### config.mk
export PLATFORM = sky130hd
export DESIGN_NAME = bit_pair_packer
export DESIGN_NICKNAME = d
export VERILOG_FILES = /design/src/rtl/bit_pair_packer.sv
export SDC_FILE = /design/constraint.sdc
export NUM_CORES = 1
export LEC_CHECK = 0
export ABC_AREA = 1
export CORE_MARGIN = 2
export CORE_UTILIZATION = 58
export CTS_CLUSTER_DIAMETER = 100
export CTS_CLUSTER_SIZE = 28
export DETAILED_ROUTE_END_ITERATION = 7
export PLACE_DENSITY = 0.82
export SYNTH_ARGS = -nofsm -noshare
export SYNTH_HDL_FRONTEND = slang
export SYNTH_SLANG_ARGS = --single-unit
### constraint.sdc
create_clock -name clk -period 6.1 [get_ports clk]
set_clock_uncertainty 0.15 [all_clocks]
set_input_delay 0.915 -clock clk [delete_from_list [all_inputs] [get_ports clk]]
set_output_delay 0.915 -clock clk [all_outputs]
set_load 0.005 [all_outputs]
### src/rtl/bit_pair_packer.sv
// Packs 2-bit symbol pairs MSB-first into words with a one-word output register and flush.
// Optional macro PACKER_WORD_CNT_EN adds a 16-bit consumed-word counter port (word_cnt).
module bit_pair_packer #(
  parameter int unsigned PAIRS_PER_WORD = 8,
  parameter logic [1:0]  PAD_VALUE      = 2'b00,
  localparam int unsigned W  = 2 * PAIRS_PER_WORD,
  localparam int unsigned CW = $clog2(PAIRS_PER_WORD + 1)
) (
  input  logic          clk,
  input  logic          rst,
  input  logic [1:0]    in_pair,
  input  logic          in_valid,
  input  logic          in_flush,
  output logic          in_ready,
  output logic [W-1:0]  out_data,
  output logic [CW-1:0] out_pairs,
  output logic          out_partial,
  output logic          out_valid,
  input  logic          out_ready
`ifdef PACKER_WORD_CNT_EN
  ,
  output logic [15:0]   word_cnt
`endif
);

  logic [W-1:0]  asm_q, asm_d, asm_ins, padded;
  logic [CW-1:0] count_q, count_d, cnt_after;
  logic [W-1:0]  out_data_q;
  logic [CW-1:0] out_pairs_q;
  logic          out_partial_q, out_valid_q;
  logic          accept_pair, accept_flush, word_full, emit;

  assign in_ready = !rst && (!out_valid_q || out_ready);

  always_comb begin
    accept_pair  = in_valid && in_ready;
    accept_flush = in_flush && in_ready;
    asm_ins      = asm_q;
    for (int unsigned i = 0; i < PAIRS_PER_WORD; i++) begin
      if (accept_pair && count_q == CW'(i))
        asm_ins[2*(PAIRS_PER_WORD-1-i) +: 2] = in_pair;
    end
    cnt_after = count_q + CW'(accept_pair);
    word_full = accept_pair && (count_q == CW'(PAIRS_PER_WORD - 1));
    emit      = word_full || (accept_flush && cnt_after != '0);
    // Slots at or beyond the post-accept count are padding; a full word has none.
    padded = asm_ins;
    for (int unsigned i = 0; i < PAIRS_PER_WORD; i++) begin
      if (CW'(i) >= cnt_after)
        padded[2*(PAIRS_PER_WORD-1-i) +: 2] = PAD_VALUE;
    end
    asm_d   = emit ? '0 : asm_ins;
    count_d = emit ? '0 : cnt_after;
  end

  always_ff @(posedge clk or posedge rst) begin
    if (rst) begin
      asm_q         <= '0;
      count_q       <= '0;
      out_data_q    <= '0;
      out_pairs_q   <= '0;
      out_partial_q <= 1'b0;
      out_valid_q   <= 1'b0;
    end else begin
      asm_q   <= asm_d;
      count_q <= count_d;
      if (emit) begin
        out_data_q    <= padded;
        out_pairs_q   <= cnt_after;
        out_partial_q <= !word_full;
        out_valid_q   <= 1'b1;
      end else if (out_ready) begin
        out_valid_q <= 1'b0;
      end
    end
  end

  assign out_data    = out_data_q;
  assign out_pairs   = out_pairs_q;
  assign out_partial = out_partial_q;
  assign out_valid   = out_valid_q;

`ifdef PACKER_WORD_CNT_EN
  logic [15:0] word_cnt_q;

  always_ff @(posedge clk or posedge rst) begin
    if (rst)
      word_cnt_q <= '0;
    else if (out_valid_q && out_ready)
      word_cnt_q <= word_cnt_q + 16'd1;
  end

  assign word_cnt = word_cnt_q;
`endif

endmodule

==> results of run 1 <==
[cell usage after synthesis]
master and n:
a21oi_1 1, buf_2 4, buf_4 2, buf_6 4, dfrtp_1 42, ha_1 2
inv_1 23, inv_2 2, nand2_1 88, nand2_2 3, nand2_4 2, nand3_1 22
nand3_2 2, nand4_1 1, nor2_1 45, nor2_2 10, nor2_4 2, o21ai_0 4
o21bai_1 12, or2_1 1
[per-stage QoR]
step,cells,hold slack (ps),setup slack (ps)
global route,348,392,1690
global placement,340,346,1840
detailed placement,340,346,1720
finish,348,364,2040
CTS,348,366,2020
floorplan,272,349,2330
[worst max-delay path, cell delays in order]
cell	delay [ps]
clkdlybuf4s50_1	420
inv_1	60
buf_4	440
nand3_2	480
inv_1	170
ha_1	220
ha_1	300
nor2_1	170
nand3_2	120
nand2_4	220
nand2_4	300
nand2_1	190
nand2_1	70
[flip-flops by register name, summed over array words and instances, names as in the netlist]
name	flops
out_partial	1
out_data	16
count_q	4
out_valid	1
out_pairs	4
asm_q	16
[kinds of logic (layout without fill, tap and decap cells)]
group / count (synthesis) / count (layout) / share of synthesized area (%)
and+or+nand+nor: 176 / 176 / 36.0
DFF: 42 / 42 / 49.3
buffers and inverters: 35 / 63 / 8.15
AOI/OAI and AO/OA: 17 / 17 / 5.40
adders and majority gates: 2 / 2 / 1.17
[layout make-up]
type / count / area share [%]
Clock buffer: 7 / 3.45
Clock inverter: 1 / 0.200
Inverter: 25 / 3.75
Multi-Input combinational cell: 195 / 36.3
Sequential cell: 42 / 42.0
Tap cell: 48 / 2.40
Timing Repair Buffer: 30 / 11.9
[where the power goes]
| group | internal [mW] | total [mW] | switching [mW] |
|---|---|---|---|
| combinational | 0.166 | 0.410 | 0.243 |
| sequential | 0.356 | 0.399 | 0.0433 |
| clock | 0.0912 | 0.184 | 0.0926 |
[per-layer routing]
layer  global-route usage [%]  wire length, um
met2                     39.6             2160
met1                     32.4             2110
met3                     5.21              195
met4                     9.57               94
met5                        0                0
[worst max-delay path by stage]
| stage | slack, ps | endpoint | depth (start not counted) | startpoint |
|---|---|---|---|---|
| 2_1_floorplan | 2330 | out_data[10] | 13 | rst |
| 3_3_place_gp | 1840 | out_pairs[1] | 13 | rst |
| 4_1_cts | 2020 | out_data[13] | 13 | rst |
| 5_1_grt | 1690 | out_pairs[1] | 13 | rst |
| 6_report | 2040 | out_data[13] | 13 | rst |
| 3_5_place_dp | 1720 | out_pairs[1] | 13 | rst |
==> run metrics, run 1 <==
Ys Warns=0; Distinct cells, synth=20; first-pass GRT wire length=7580 um; hold buffers post-CTS=0; n_diodes=0; area grow syn2layout=17.3%; most common cell after layout, fill and taps aside=nand2_1; Std-Cell Rows=22; synthesized area=2130 sq um; DRC=0; RR Endpoint=out_data[13]; Root Driver=clkbuf_8; Max Fclk=246 MHz; # clock sinks=42; CORE AREA=3610 sq um; HPWL after DPL=3260 um; CTS tree=yes; Layout Nets=308; Clock Latency Late Sink=300 ps; RSZ-0062 raised after global routing=false; GRT overflow=0; GP Congestion=0.797; share of cells above drive strength 1=9.67%; Final Hold Viols=0; Sequential Area=1050 sq um; Hold Path Origin=out_data[8]; crit path time final=4060 ps; port bufs=29; #FFs+latches synth=42; most frequent cells in the layout=88 x nand2_1, 45 x nor2_1, 42 x dfrtp_1; pin count of the biggest net entering global routing=45; part of the cycle the worst path needs=66.5%; Placed Area=2410 sq um; Post-Synthesis Cells=272; DR WL/cell=13.1 um; Setup Buffers After CTS=0; Worst setup EP type=flip-flop; Initial DRC Count=132; Final Util=69.4%; Die Area=4180 sq um; sequential-to-total area share from yosys stat=49.3%; gr usage total=24.5%; Syn Area/Cell=7.84 sq um; WHS Endpoint=out_data[8]; internal reg-to-reg setup slack=3160 ps; Max Fanout on Critical Path=44; vias in the first global route=1630; Rel. slew slack=64.3%; Worst R2R Path Depth=11; IO Pins=30; CTS H-tree depth=2; WL final=4560 um; WHS Path Cells=2; PwrDens=397 nW/um^2; maxcap violations=0; via count=1789; CP arrival=4100 ps; Design Area, Final=2500 sq um; Final ANT Viol Nets=0; HP Class=reg2reg; pins over their slew limit=0; Post-Syn Nets=281; # fillers=284; DRT Pass-1 Iters=4; CP Launch Type=input port; Pleak=1.25 nW; Clock Pin Slew Worst Setup and Hold Paths=80 ps; Die Width=64.6 um; Starting Density=59.2%; reg2reg start=out_valid; CTS Buf Count=5; Setup Crit Path Kind=in2reg; Clock Tree Buf Depth=2; WP data required=6140 ps; VDD IR max=0.000266 V; Power Total=0.992 mW; Multi-input gate area=908 sq um; Final Setup Violations=0; Yosys top cell by area=dfrtp_1; initial antenna violation count=0; post-CTS sizing=0; Synth top area share=49.3%; outcome=complete, no violations; Via density=5.14; Slew @ Worst Pin=536 ps; Die Height=64.6 um; setup_tns=0 ps; main area contributors after synthesis=dfrtp_1 49%, nand2_1 15%, nor2_1 7.9%
Note: power is estimated with default switching activity, not from simulation.
==> run 2, diff against run 1 <==
--- a/config.mk
+++ b/config.mk
@@ -7,11 +7,11 @@
 export LEC_CHECK = 0
 export ABC_AREA = 1
 export CORE_MARGIN = 2
-export CORE_UTILIZATION = 58
+export CORE_UTILIZATION = 49
 export CTS_CLUSTER_DIAMETER = 100
 export CTS_CLUSTER_SIZE = 28
 export DETAILED_ROUTE_END_ITERATION = 7
-export PLACE_DENSITY = 0.82
+export PLACE_DENSITY = 0.74
 export SYNTH_ARGS = -nofsm -noshare
 export SYNTH_HDL_FRONTEND = slang
 export SYNTH_SLANG_ARGS = --single-unit
==> constraint.sdc (replaced) <==
create_clock -name clk -period 3.54 [get_ports clk]
set_clock_uncertainty 0.15 [all_clocks]
set_input_delay 0.531 -clock clk [delete_from_list [all_inputs] [get_ports clk]]
set_output_delay 0.531 -clock clk [all_outputs]
set_load 0.005 [all_outputs]
==> run metrics, run 2 (same netlist as run 1, synthesis figures left out) <==
VDD IR max=0.000438 V (+65%); setup_tns=0 ps (unchanged); hold buffers post-CTS=0 (unchanged); Worst setup EP type=primary output; WHS Path Cells=2 (unchanged); # fillers=370 (+30%); Final Hold Viols=0 (unchanged); Crit path max-delay family=buffers and inverters; Die Width=70.0 um (+8.3%); n_diodes=0 (unchanged); Final ANT Viol Nets=0 (unchanged); Clock Pin Slew Worst Setup and Hold Paths=80 ps (about the same); DRC=0 (unchanged); HPWL after DPL=3110 um (-4.5%); part of the cycle the worst path needs=82.5%; Die Area=4900 sq um (+17%); GP Congestion=0.816 (+2.4%); share of cells above drive strength 1=10.3% (+0.63 points); CTS H-tree depth=2 (unchanged); CTS Buf Count=5 (unchanged); Clock Tree Buf Depth=2 (unchanged); pins over their slew limit=0 (unchanged); post-CTS sizing=0 (unchanged); Initial DRC Count=93 (-30%); dpl ws=388 ps (-1330 ps); WP data required=2860 ps (-3280 ps); Max Fanout on Critical Path=43 (-2.3%); Max Fclk=342 MHz; Comb pwr share=39.9% (-1.4 points); GRT overflow=0 (unchanged); outcome=complete, no violations; Power Total=1.75 mW (+77%); sequential share of power=39.0% (-1.2 points); Via density=4.96 (-3.6%); port bufs=29 (unchanged); initial antenna violation count=0 (unchanged); Non-Filler Instances=351 (+0.86%); critical path, cell by cell=clkdlybuf4s50_1 -> inv_1 -> buf_4 -> nand2_1 -> inv_1 -> clkdlybuf4s50_1; Starting Density=52.2% (-7.0 points); Pleak=1.26 nW (+1.1%); Worst Setup Slack, final=620 ps (-1420 ps); pin count of the biggest net entering global routing=44 (-2.2%); most frequent cells in the layout=88 x nand2_1, 45 x nor2_1, 42 x dfrtp_1; RSZ-0062 raised after global routing=false; most common cell after layout, fill and taps aside=nand2_1; Crit path largest cell delay=490 ps (about the same); gr usage total=20.5% (-4.0 points); CORE AREA=4090 sq um (+13%); clock power share=21.2% (+2.7 points); Die Height=70.0 um (+8.3%); HP Class=reg2reg; maxcap violations=0 (unchanged); IO Pins=30 (unchanged); Pint=1.11 mW (+81%); crit path time final=2920 ps; Setup Buffers After CTS=0 (unchanged); Crit path depth=6 (-7); Clock Latency Late Sink=290 ps (about the same); WL final=4470 um (-2.1%); Bufs and invs on worst path=5 (+1); Final Util=61.9% (-7.5 points); via count=1740 (-2.7%); Final Setup Violations=0 (unchanged); Root Driver=clkbuf_8; CP Launch Type=input port; Worst R2R Path Depth=12 (+1); Rel. slew slack=64.1% (-0.17 points); CTS tree=yes; Setup Crit Path Kind=in2out; area grow syn2layout=18.6%; # clock sinks=42 (unchanged); Switching Share=36.8% (-1.4 points); placed instance count=343 (+0.88%); vias in the first global route=1699 (+4.2%); CP arrival=2240 ps (-1860 ps); DRT Pass-1 Iters=4 (unchanged); Layout Nets=309 (+0.32%); first-pass GRT wire length=8070 um (+6.5%); PwrDens=693 nW/um^2 (+75%); DR WL/cell=12.7 um (-2.9%); Net Switching=0.645 mW (+70%); Slew @ Worst Pin=539 ps (+2.57 ps); Std-Cell Rows=23 (+4.5%); slowest CP cell=clkdlybuf4s50_1
==> run 2: changes by cell type in the layout (fill, tap and decap cells not counted), sizes merged <==
cell    change
buf         +1
clkbuf      -2
clkinv      +1
bufinv      +1
==> run 2: worst min-delay path, delay by kind of cell (launching register included) <==
kind,cells,cell delay (ps)
flops,1,350
simple gates,2,130
==> run 2: final timing paths <==
path	startpoint	endpoint	slack [ps]
min in group asynchronous	rst	out_data[0]	610
worst max-delay path	rst	in_ready	620
worst min register to register	out_data[10]	out_data[10]	360
worst max register to register	out_valid	out_data[15]	1010
max in group asynchronous	rst	out_valid	2260
worst min-delay path	out_data[10]	out_data[10]	360
==> run 2: final cells by class <==
cell class                      count  area, sq um  share of cell area (%)
Tap cell                           50         62.6                    2.47
Timing Repair Buffer               31          305                    12.1
Clock buffer                        5         68.8                    2.72
Inverter                           25         93.8                    3.71
Multi-Input combinational cell    195          908                    35.9
Clock inverter                      3         40.0                    1.58
Sequential cell                    42         1050                    41.5
==> run 2: through the flow <==
stage / area, sq um / hold slack (ps)
6_report: 2530 / 363
3_5_place_dp: 2420 / 343
4_1_cts: 2530 / 366
2_1_floorplan: 2130 / 349
5_1_grt: 2530 / 385
3_3_place_gp: 2420 / 346
==> run 2: power groups by stage <==
stage / Combinational [mW] / Clock (mW) / Sequential [mW]
final: 0.699 / 0.371 / 0.683
after global routing: 0.802 / 0.395 / 0.701
after CTS: 0.704 / 0.377 / 0.683
after detailed placement: 0.699 / 0 / 0.690
after global placement: 0.689 / 0 / 0.690
after floorplan: 0.508 / 0 / 0.682
==> run 2: per-layer routing <==
| metal | share of wire [%] | wire length (um) | global-route usage, % |
|---|---|---|---|
| met5 | 0 | 0 | 0 |
| met4 | 1.5 | 65 | 8.12 |
| met3 | 4.9 | 221 | 2.74 |
| met2 | 45 | 1990 | 29.8 |
| met1 | 49 | 2190 | 30.8 |
